<file path="src/rtl/spi_pkg.sv">
// rtl/spi_pkg.sv - shared types, SPI mode encodings and helpers for the SPI master
package spi_pkg;

  typedef enum logic [2:0] {
    IDLE,
    LEAD,
    XFER,
    TRAIL,
    HOLD
  } state_t;

  // Mode encodings as {cpol, cpha}
  typedef enum logic [1:0] {
    MODE0 = 2'b00,
    MODE1 = 2'b01,
    MODE2 = 2'b10,
    MODE3 = 2'b11
  } spi_mode_t;

  function automatic int clog2(input int n);
    int r;
    r = 0;
    for (int i = 0; i < 31; i++) begin
      if ((1 << i) < n) r = i + 1;
    end
    return r;
  endfunction

endpackage

</file>
<file path="src/rtl/spi_clk_gen.sv">
// rtl/spi_clk_gen.sv - half-period divider producing sclk and its leading/trailing edge strobes
module spi_clk_gen #(
  parameter int DIV_WIDTH = 12
) (
  input  logic                 clk,
  input  logic                 rst,
  input  logic                 run,
  input  logic                 toggle_en,
  input  logic                 idle_level,
  input  logic                 cpol,
  input  logic [DIV_WIDTH-1:0] div,
  output logic                 tick,
  output logic                 lead_edge,
  output logic                 trail_edge,
  output logic                 sclk
);

  logic [DIV_WIDTH-1:0] cnt;

  assign tick       = run && (cnt == div);
  // An edge is leading when sclk is about to leave its idle level
  assign lead_edge  = tick && toggle_en && (sclk == cpol);
  assign trail_edge = tick && toggle_en && (sclk != cpol);

  always_ff @(posedge clk or negedge rst) begin
    if (!rst) begin
      cnt  <= '0;
      sclk <= 1'b0;
    end else begin
      if (!run || tick) cnt <= '0;
      else              cnt <= cnt + 1'b1;

      if (!run)                   sclk <= idle_level;
      else if (toggle_en && tick) sclk <= ~sclk;
    end
  end

endmodule

</file>
<file path="src/rtl/spi_master_param.sv">
// rtl/spi_master_param.sv - parametrised SPI master: FSM, shifters and chip-select logic
module spi_master_param
  import spi_pkg::*;
#(
  parameter int DATA_WIDTH = 8,
  parameter int DIV_WIDTH  = 12,
  parameter int NUM_SS     = 4,
  parameter int SS_IDX_W   = 2
) (
  input  logic                  clk,
  input  logic                  rst,
  input  logic                  start,
  input  logic [DATA_WIDTH-1:0] tx_data,
  input  logic                  cpol,
  input  logic                  cpha,
  input  logic                  lsb_first,
  input  logic [DIV_WIDTH-1:0]  clk_div,
  input  logic [SS_IDX_W-1:0]   ss_sel,
  input  logic                  cs_hold,
  output logic                  busy,
  output logic                  done,
  output logic [DATA_WIDTH-1:0] rx_data,
  output logic                  sclk,
  output logic                  mosi,
  input  logic                  miso,
  output logic [NUM_SS-1:0]     ss_n
);

  localparam int EW = clog2(2 * DATA_WIDTH);
  localparam logic [EW-1:0] LAST_EDGE = EW'(2 * DATA_WIDTH - 1);

  state_t                state, state_d;
  spi_mode_t             mode_q;
  logic                  cpol_q, cpha_q, lsb_q;
  logic [DIV_WIDTH-1:0]  div_q;
  logic [DATA_WIDTH-1:0] tx_sh, rx_sh;
  logic [EW-1:0]         edge_cnt;
  logic                  tick, lead_edge, trail_edge;
  logic                  run, accept, last_edge, sample_en, shift_en, idle_level;

  assign {cpol_q, cpha_q} = mode_q;
  assign run        = (state == LEAD) || (state == XFER) || (state == TRAIL);
  assign accept     = start && ((state == IDLE) || (state == HOLD));
  assign last_edge  = (edge_cnt == LAST_EDGE);
  assign sample_en  = cpha_q ? trail_edge : lead_edge;
  assign shift_en   = cpha_q ? lead_edge : (trail_edge && !last_edge);
  assign idle_level = (state == HOLD && !start) ? cpol_q : cpol;

  function automatic logic head(input logic [DATA_WIDTH-1:0] v, input logic lsb);
    return lsb ? v[0] : v[DATA_WIDTH-1];
  endfunction

  function automatic logic [DATA_WIDTH-1:0] advance(input logic [DATA_WIDTH-1:0] v,
                                                    input logic lsb);
    return lsb ? {1'b0, v[DATA_WIDTH-1:1]} : {v[DATA_WIDTH-2:0], 1'b0};
  endfunction

  function automatic logic [NUM_SS-1:0] ss_decode(input logic [SS_IDX_W-1:0] idx);
    logic [NUM_SS-1:0] v;
    v = '1;
    for (int i = 0; i < NUM_SS; i++) begin
      if (idx == SS_IDX_W'(i)) v[i] = 1'b0;
    end
    return v;
  endfunction

  spi_clk_gen #(.DIV_WIDTH(DIV_WIDTH)) u_clk_gen (
    .clk       (clk),
    .rst       (rst),
    .run       (run),
    .toggle_en (state == XFER),
    .idle_level(idle_level),
    .cpol      (cpol_q),
    .div       (div_q),
    .tick      (tick),
    .lead_edge (lead_edge),
    .trail_edge(trail_edge),
    .sclk      (sclk)
  );

  always_ff @(posedge clk or negedge rst) begin
    if (!rst) state <= IDLE;
    else      state <= state_d;
  end

  always_comb begin
    state_d = state;
    case (state)
      IDLE:    if (start) state_d = LEAD;
      LEAD:    if (tick) state_d = XFER;
      XFER:    if (tick && last_edge) state_d = TRAIL;
      TRAIL:   if (tick) state_d = cs_hold ? HOLD : IDLE;
      HOLD:    if (start) state_d = LEAD;
               else if (!cs_hold) state_d = IDLE;
      default: state_d = IDLE;
    endcase
  end

  always_ff @(posedge clk or negedge rst) begin
    if (!rst) begin
      busy     <= 1'b0;
      done     <= 1'b0;
      rx_data  <= '0;
      mosi     <= 1'b1;
      ss_n     <= '1;
      mode_q   <= MODE0;
      lsb_q    <= 1'b0;
      div_q    <= '0;
      tx_sh    <= '0;
      rx_sh    <= '0;
      edge_cnt <= '0;
    end else begin
      done <= 1'b0;

      if (state != XFER) edge_cnt <= '0;
      else if (tick)     edge_cnt <= edge_cnt + 1'b1;

      if (accept) begin
        mode_q <= spi_mode_t'({cpol, cpha});
        lsb_q  <= lsb_first;
        div_q  <= clk_div;
        busy   <= 1'b1;
        if (state == IDLE) ss_n <= ss_decode(ss_sel);
        // CPHA=0 must present the first bit before the first sampling edge
        if (!cpha) begin
          mosi  <= head(tx_data, lsb_first);
          tx_sh <= advance(tx_data, lsb_first);
        end else begin
          mosi  <= 1'b1;
          tx_sh <= tx_data;
        end
      end

      if (sample_en) begin
        rx_sh <= lsb_q ? {miso, rx_sh[DATA_WIDTH-1:1]} : {rx_sh[DATA_WIDTH-2:0], miso};
      end

      if (shift_en) begin
        mosi  <= head(tx_sh, lsb_q);
        tx_sh <= advance(tx_sh, lsb_q);
      end

      if (state == TRAIL && tick) begin
        done    <= 1'b1;
        rx_data <= rx_sh;
        busy    <= 1'b0;
        mosi    <= 1'b1;
        if (!cs_hold) ss_n <= '1;
      end

      if (state == HOLD && !start && !cs_hold) ss_n <= '1;
    end
  end

endmodule
</file>
<file path="config.mk">
export PLATFORM = sky130hd
export DESIGN_NAME = spi_master_param
export DESIGN_NICKNAME = d
export VERILOG_FILES = /design/src/rtl/spi_pkg.sv /design/src/rtl/spi_clk_gen.sv /design/src/rtl/spi_master_param.sv
export SDC_FILE = /design/constraint.sdc
export NUM_CORES = 1
export LEC_CHECK = 0
export CAP_MARGIN = 25
export CORE_MARGIN = 2
export CORE_UTILIZATION = 55
export CTS_CLUSTER_SIZE = 25
export DETAILED_ROUTE_END_ITERATION = 16
export PLACE_DENSITY = 0.81
export SETUP_SLACK_MARGIN = 0.1
export SYNTH_ARGS = -nofsm -noshare
export SYNTH_HDL_FRONTEND = slang
export SYNTH_SLANG_ARGS = --single-unit
</file>
<file path="constraint.sdc">
create_clock -name clk -period 2.6 [get_ports clk]
set_input_delay 0.26 -clock clk [delete_from_list [all_inputs] [get_ports clk]]
set_output_delay 0.26 -clock clk [all_outputs]
set_load 0.05 [all_outputs]
</file>
== Yosys cells after proc, flatten, opt, wreduce, memory -nomap -nowiden ==
Cells that the tools add are included.

* Add/subtract/negate cells: 2
* Equal/unequal tests: 18
* Bitwise logic cells: 1
* Muxes and demuxes: 40
* Reductions and logical operators: 25

{| class="wikitable"
|+ Operators with widths
! operator !! count
|-
| $mux 8 || 6
|-
| $mux 4 || 7
|-
| $mux 3 || 7
|-
| $mux 1 || 18
|-
| $pmux 3 s5 || 1
|-
| $add 12x1->12 const B || 1
|-
| $eq 12x12->1 || 1
|-
| $mux 12 || 1
|-
| $logic_and 1x1->1 || 10
|-
| $ne 2x2->1 const B || 5
|-
| $eq 3x2->1 const B || 2
|-
| $reduce_bool 2->1 || 3
|-
| $reduce_and 5->1 || 1
|-
| $add 4x1->4 const B || 1
|-
| $eq 2x2->1 const B || 2
|-
| $eq 4x4->1 const B || 1
|-
| $logic_not 1->1 || 4
|-
| $logic_or 1x1->1 || 4
|-
| $eq 3x1->1 const B || 1
|-
| $eq 3x3->1 const B || 1
|-
| $logic_not 3->1 || 1
|-
| $ne 3x2->1 const B || 1
|-
| $ne 3x3->1 const B || 1
|-
| $reduce_bool 3->1 || 1
|-
| other kinds (5) || 5
|}

* Bits in registers: 66
* Output and inout bits: 16

== Depth between registers and ports, before layout ==
Gate-level depths: netlist (run 1).

* Word-level depth: 10
* Gate-level depth with buffers: 7

== Cells and area by module ==
From an unflattened synthesis (run 1), not the netlist that was laid out.

* Cell total of the unflattened synthesis: 358
* Area total of the unflattened synthesis: 3472.1 µm²

{| class="wikitable"
|+ Modules (own cells, without submodules)
! module !! times used !! area an instance (µm²) !! cells each
|-
| spi_master_param || 1 || 2641.3 || 269
|-
| spi_clk_gen || 1 || 830.8 || 89
|}

== Worst setup path after synthesis (run 1) ==
No wires, ideal clock.

* Path type: flip-flop to flip-flop
* Start: register u_clk_gen.sclk
* End: register tx_sh[1]
* Setup time: 0.126 ns
* Period minus slack after synthesis: 1.807 ns
* Cell stages (with the launch flop): 6
* Required time: 2.474 ns
* Data arrival time: 1.681 ns
* Path slack: 0.793 ns
* Cell sequence: dfrtp_1 -> xor2_1 -> mux2i_1 -> and2_1 -> buf_4 -> a221o_1

* Word-level cells in the longest chain between the ends: 5

{| class="wikitable"
|+ Ends and longest elaborated chain
! what !! RTL line !! text
|-
| start, declared || spi_clk_gen.sv:15 || <nowiki>output logic sclk</nowiki>
|-
| start signal, assigned || spi_clk_gen.sv:33 || <nowiki>if (!run) sclk <= idle_level;</nowiki>
|-
| start signal, assigned || spi_clk_gen.sv:34 || <nowiki>else if (toggle_en && tick) sclk <= ~sclk;</nowiki>
|-
| $ne 1x1->1 || spi_clk_gen.sv:23 || <nowiki>assign trail_edge = tick && toggle_en && (sclk != cpol);</nowiki>
|-
| $logic_and 1x1->1 || spi_clk_gen.sv:23 ||
|-
| $logic_and 1x1->1 || spi_master_param.sv:46 || <nowiki>assign shift_en = cpha_q ? lead_edge : (trail_edge && !last_edge);</nowiki>
|-
| $mux 1 * || spi_master_param.sv:46 ||
|-
| $mux 8 / $reduce_bool 2->1 (equally long branches) || n/a ||
|-
| end signal, assigned || spi_master_param.sv:127 || <nowiki>tx_sh <= advance(tx_data, lsb_first);</nowiki>
|-
| end signal, assigned || spi_master_param.sv:130 || <nowiki>tx_sh <= tx_data;</nowiki>
|-
| end signal, assigned || spi_master_param.sv:140 || <nowiki>tx_sh <= advance(tx_sh, lsb_q);</nowiki>
|-
| end, declared || spi_master_param.sv:36 || <nowiki>logic [DATA_WIDTH-1:0] tx_sh, rx_sh;</nowiki>
|}

Every way passes the cells marked *; elsewhere a longest branch is shown, timed or not.
A chain may end at the register's enable or synchronous reset.

== Worst setup path in the final report (run 1) ==
* Start: register u_clk_gen.cnt[2]
* End: register tx_sh[0]

* Word-level cells in the longest chain between the ends: 7

{| class="wikitable"
|+ Ends and longest elaborated chain
! what !! RTL line !! text
|-
| start, declared || spi_clk_gen.sv:18 || <nowiki>logic [DIV_WIDTH-1:0] cnt;</nowiki>
|-
| start signal, assigned || spi_clk_gen.sv:31 || <nowiki>else cnt <= cnt + 1'b1;</nowiki>
|-
| $eq 12x12->1 * || spi_clk_gen.sv:20 || <nowiki>assign tick = run && (cnt == div);</nowiki>
|-
| $logic_and 1x1->1 * || spi_clk_gen.sv:20 ||
|-
| $logic_and 1x1->1 * || spi_clk_gen.sv:22, spi_clk_gen.sv:23 ||
|-
| $logic_and 1x1->1 || spi_clk_gen.sv:23 ||
|-
| $logic_and 1x1->1 || spi_master_param.sv:46 ||
|-
| $mux 1 * || spi_master_param.sv:46 ||
|-
| $mux 8 / $reduce_bool 2->1 (equally long branches) || n/a ||
|}

Marks and branches as above.

==> results of run 1 <==
## final timing paths
check | slack [ps] | to | cells past startpoint | from
worst max-delay path | 550 | tx_sh[0]$_DFFE_PN0P_ | 5 | u_clk_gen.cnt[2]$_DFF_PN0_
worst min-delay path | 6 | div_q[10]$_DFFE_PN0N_ | 1 | rst
worst max register to register | 550 | tx_sh[0]$_DFFE_PN0P_ | 5 | u_clk_gen.cnt[2]$_DFF_PN0_
worst min register to register | 490 | rx_data[2]$_DFFE_PN0N_ | 1 | rx_data[2]$_DFFE_PN0N_
max in group asynchronous | 1890 | mosi$_DFFE_PN1P_ | 2 | rst
min in group clk | 430 | div_q[10]$_DFFE_PN0N_ | 3 | clk_div[10]
## synth_stat cells (2+ instances only)
cell,number,area [sq um]
a221o_1,7,70.1
mux2i_1,11,110
nor2b_1,2,12.5
mux2_1,7,78.8
xnor2_2,8,130
a21oi_1,14,70.1
o21ai_0,2,10.0
and2_1,3,18.8
buf_4,2,15.0
dfrtp_1,61,1530
buf_1,2,7.51
mux2_4,8,120
xor2_1,12,105
o22ai_1,5,31.3
buf_2,4,20.0
mux2_2,15,169
inv_1,3,11.3
and4_1,2,17.5
nand3_1,5,25.0
xnor2_1,7,61.3
nand4_2,3,37.5
or3_1,2,12.5
nor2_1,42,158
nor4b_1,3,26.3
dfstp_2,5,131
nand2_1,58,218
ha_1,2,25.0
and4_2,3,30.0
clkbuf_1,7,26.3
o31a_1,2,17.5
nor4_1,2,12.5
nand4_1,5,31.3
## state kept, by name, indices dropped and copies added, names as in the netlist, 2 cells and up
register       flops
div_q             12
mode_q             2
rx_sh              8
edge_cnt           4
u_clk_gen.cnt     12
tx_sh              8
rx_data            8
ss_n               4
state              3
## worst max-delay path, cell delays in order, from the launching register on
cell and delay, ps:
dfrtp_1 450, xnor2_1 260, nand4_2 210, nor4_4 410, and2_1 430, mux2i_1 230
## metal layers
layer,vias up,share of wire (%),wire (um)
met5,-,0,0
met4,0,2.0,137
li1,1252,-,-
met3,11,5.0,348
met1,1206,46,3180
met2,70,47,3240
## power by group
group	leakage, nW	internal (mW)	switching [mW]	total [mW]
registers	0.853	1.29	0.273	1.57
logic	0.955	0.633	0.750	1.38
clock network	0.107	0.543	0.405	0.948
total	1.91	2.47	1.43	3.90
## metrics by stage
step / worst slack [ps] / cell area [sq um] / cells
after global placement: 649 / 4020 / 443
after CTS: 545 / 4230 / 459
after floorplan: 793 / 3490 / 331
final: 554 / 4230 / 459
after detailed placement: 572 / 4020 / 443
after global routing: 379 / 4230 / 459
## final cells by class
type	instances	area, sq um
fill	488	2010
multi-input combinational	247	1760
sequential	66	1660
timing repair buffer	50	495
clock buffer	10	128
tap	77	96.3
clock inverter	6	90.1
inverter	3	11.3
## logic make-up (layout without fill, tap and decap cells)
family	Yosys count	count (layout)
adders and majority gates	2	2
muxes	41	41
and+or+nand+nor	137	137
DFF	66	66
AOI/OAI and AO/OA	40	40
buffers and inverters	18	69
xor gates and xnor gates	27	27
==> reports/results.ini, run 1 <==
[cells_and_area]
layout_commonest_cell=dfrtp_1
area_growth_pct=21.2
drive_above_1_share_pct=17.8
diodes=0
layout_common_cells=dfrtp_1, nand2_1, clkdlybuf4s50_1
final_util_pct=67.8
finalNetCount=409

[worst_setup_path]
crit_path_max_fanout=9
setup.worst_path.class=reg -> reg
crit_required_ps=2880
cp-end-kind=flip-flop
crit_path_start_kind=flip-flop
crit_arrival_ps=2320

[global_route]
antenna_found_initial=0
grt_pass1_vias=2507
grt_overflow=0
gr-usage-met1_pct=30.1
grt_pass1_wl_um=12100
grt_max_degree=36
met3_usage_pct=6.03
grt.total_usage_pct=21.6
grt.met2_usage_pct=32.4
grt_busiest_layer=met2

[timing]
max_freq_mhz=489
clock_skew_ps=12.4
tightest_slew_ps=810
final_hold_viol_count=0
finalCritPeriodShare_pct=78.7
setup_tns_ps=0
setup_violations=0
fin_hold_ws_ps=5.92
finalCriticalPeriod_ps=2050
drv_slew=0
rsz0062_at_grt=no
slew_headroom_pct=46.0

[drt]
vias=2539
drc_errors=0
finalWirelength_um=6910
viasPerCell=5.53
ant_nets=0
drt_iter0_drc=130
wire_per_inst_um=15.1
dr.pass1.iters=4

[clocking]
cts_resized=0
clk_pin_slew_ps=80
cts.htree.levels=3
cts_hold_buffers=0
cts_tree=built
cts.path.max_buffers=2
clkLatencyLatePin_ps=350
cts_buffers=9
clockRootBuffer=clkbuf_8
post_cts_buffers=0
cts.sinks=66

[placement]
dp_hpwl_um=4840
port_buffers=45
gp_congestion=0.806

[yosys]
synth_edf_count=0
synth_xor_area_share_pct=8.49
synthesis.area_sq_um=3490
synthArstFlopShare_pct=100
synth_simple_gate_area_share_pct=19.3
synth_compound_area_share_pct=8.09
netlist_instances=331
synth.avg_cell_area_sq_um=10.6
synth-seq-cells=66
synth_top_family_by_area=simple AND/OR/NAND/NOR gates
yosysWarnings=0
synth_cell_type_count=49
synth_mux_area_share_pct=13.7
mappedNetlistNets=363
synth_fa_ha_area_share_pct=0.716
ys_seq_area_share_pct=47.5
synth_flop_cell=dfrtp_1

[outcome]
outcome=complete, no violations

[pwr]
cellPowerDensity_nw_per_um2=921
finalPower_mw=3.90
peakVddDrop_mv=0.673
leakagePower_nw=1.91

[floorplan]
rows=29
start_util_pct=56.0
die_h_um=83.7
core_region_area_sq_um=6240
die-area_sq_um=7000
io_pins=46
die_w_um=83.7

[run]
maxCapViolCount=0

[min_path]
min_path_type=in -> async

Power figures use the tool's default switching activity.
==> inputs of run 2 (changes only) <==
Clock period 2.6 ns to 2.1 ns, I/O delays scaled along.
==> run 2 against run 1 <==
Flip-flop and latch count unchanged. Core utilization up 1.3 points. Sequential share of layout area down 0.68 points. Combinational power up 36%. Worst setup slack worse by 370 ps. Sequential power up 21%. Final cell count up 2.2%. Total power up 24%. Cell area up 1.9%.
==> reports/results.ini, run 2 (synthesis results as in run 1) <==
[outcome]
outcome=complete, no violations

[clocking]
clk_pin_slew_ps=70  ; about the same
cts.sinks=66  ; unchanged
cts.htree.levels=3  ; unchanged
cts.path.max_buffers=2  ; unchanged
cts_buffers=9  ; unchanged
cts_tree=built
clkLatencyLatePin_ps=360  ; about the same
clockRootBuffer=clkbuf_8

[timing]
finalCritPeriodShare_pct=91.3  ; +13 points
max_freq_mhz=522  ; +6.8%
fin_hold_ws_ps=371  ; +365 ps
slew_headroom_pct=61.2  ; +15 points
drv_slew=0  ; unchanged
final_hold_viol_count=0  ; unchanged
finalCriticalPeriod_ps=1920  ; -129 ps
tightest_slew_ps=582  ; -228 ps
rsz0062_at_grt=no
fin_ws_ps=184  ; -371 ps
clock_skew_ps=9.08  ; -3.29 ps
setup_tns_ps=0  ; unchanged
setup_violations=0  ; unchanged

[drt]
dr.pass1.iters=4  ; unchanged
viasPerCell=5.60  ; +1.2%
drt_iter0_drc=176  ; +35%
finalWirelength_um=7350  ; +6.4%
drc_errors=0  ; unchanged
ant_nets=0  ; unchanged
vias=2626  ; +3.4%
wire_per_inst_um=15.7  ; +4.1%

[global_route]
grt_pass1_wl_um=12700  ; +5.5%
grt_overflow=0  ; unchanged
grt_pass1_vias=2690  ; +7.3%
antenna_found_initial=0  ; unchanged
grt_max_degree=43  ; +19%
grt.total_usage_pct=23.0  ; +1.4 points

[placement]
dp_slack_ps=43.2  ; -528 ps
gp_congestion=0.772  ; -4.2%
port_buffers=45  ; unchanged
place_inst=451  ; +1.8%
dp_hpwl_um=5280  ; +9.1%

[worst_setup_path]
crit_chain=xnor2_2 -> nand4_2 -> nor4_4 -> buf_4 -> a21oi_2 -> a221o_1
crit_path_start_kind=flip-flop
crit_required_ps=2340  ; -540 ps
regToRegSetupSlack_ps=180  ; -370 ps
setup.worst_path.class=reg -> reg
cpLargestDelayFamily=compound AO/OA/AOI/OAI gates
crit_arrival_ps=2160  ; -160 ps
cp-end-kind=flip-flop
crit_path_max_fanout=7  ; -2
slowest_delay_ps=450  ; about the same
cp_slowest_cell=dfrtp_2
path_buf_inv=1  ; +1

[cells_and_area]
layout_commonest_cell=dfrtp_1
area_growth_pct=23.5
nFillCells=482  ; -1.2%
drive_above_1_share_pct=21.2  ; +3.4 points
diodes=0  ; unchanged
finalNetCount=419  ; +2.4%
layout_common_cells=dfrtp_1, nand2_1, clkdlybuf4s50_1
stdcell_count=469  ; +2.2%
top_regs=div_q: 12 flops, u_clk_gen.cnt: 12 flops

[floorplan]
rows=29  ; unchanged
die-area_sq_um=7000  ; unchanged
die_h_um=83.7  ; unchanged
core_region_area_sq_um=6240  ; unchanged
die_w_um=83.7  ; unchanged
io_pins=46  ; unchanged
start_util_pct=56.0  ; unchanged

[pwr]
leakagePower_nw=1.96  ; +2.2%
peakVddDrop_mv=1.04  ; +55%
cellPowerDensity_nw_per_um2=1120  ; +22%

[run]
maxCapViolCount=0  ; unchanged

[min_path]
min_path_type=in -> reg

==> run 2: layer usage <==
layer  share of wire (%)  track usage (%)
met5                   0                0
met4                 1.4             8.80
met3                 5.1             5.93
met2                  49             38.5
met1                  44             28.8
==> run 2: power breakdown <==
part	leakage [nW]	total, mW	internal (mW)	switching, mW
clock network	0.0925	1.07	0.550	0.521
registers	0.849	1.90	1.60	0.298
logic	1.01	1.87	0.846	1.03
total	1.96	4.84	3.00	1.84
==> run 2: area by class of cell <==
| class | instances | area (sq um) | area share [%] |
|---|---|---|---|
| flip-flops and latches | 66 | 1660 | 38.5 |
| clock inverters | 6 | 67.6 | 1.57 |
| well taps | 77 | 96.3 | 2.23 |
| multi-input cells | 247 | 1780 | 41.2 |
| inverters | 3 | 11.3 | 0.261 |
| repair buffers | 60 | 573 | 13.3 |
| clock buffers | 10 | 128 | 2.96 |
==> run 2: per-stage QoR <==
step | power [mW] | utilization, % | area [sq um]
floorplan | 3.23 | - | 3490
global route | 5.13 | 69.1 | 4320
CTS | 4.83 | 68.7 | 4290
detailed placement | 3.76 | 65.3 | 4080
finish | 4.84 | 69.1 | 4320
global placement | 3.68 | 65.3 | 4080
==> run 2: repair_timing <==
item	4_1_cts	5_1_grt
pin swaps	1	2
setup buffers	1	0
endpoints found under the hold margin	20	0
hold buffers	1	0
resized for setup	1	5
setup endpoints to repair	17	20
==> run 2: worst reg2reg max path, delay by kind of cell (launching register included) <==
kind | cells | cell delay, ps
XOR/XNOR | 1 | 210
buffers and inverters | 1 | 180
flip-flops | 1 | 450
AND/OR/NAND/NOR | 2 | 460
AO/OA/AOI/OAI | 2 | 500
==> run 2: path summary, 6_finish.rpt <==
check,start,to,cells after the start
worst max-delay path,u_clk_gen.cnt[3]$_DFF_PN0_,tx_sh[7]$_DFFE_PN0P_,6
worst min-delay path,clk_div[10],div_q[10]$_DFFE_PN0N_,3
worst max register to register,u_clk_gen.cnt[3]$_DFF_PN0_,tx_sh[7]$_DFFE_PN0P_,6
worst min register to register,rx_data[4]$_DFFE_PN0N_,rx_data[4]$_DFFE_PN0N_,1
max in group asynchronous,rst,mosi$_DFFE_PN1P_,3
min in group asynchronous,rst,state[1]$_DFFE_PN0P_,2
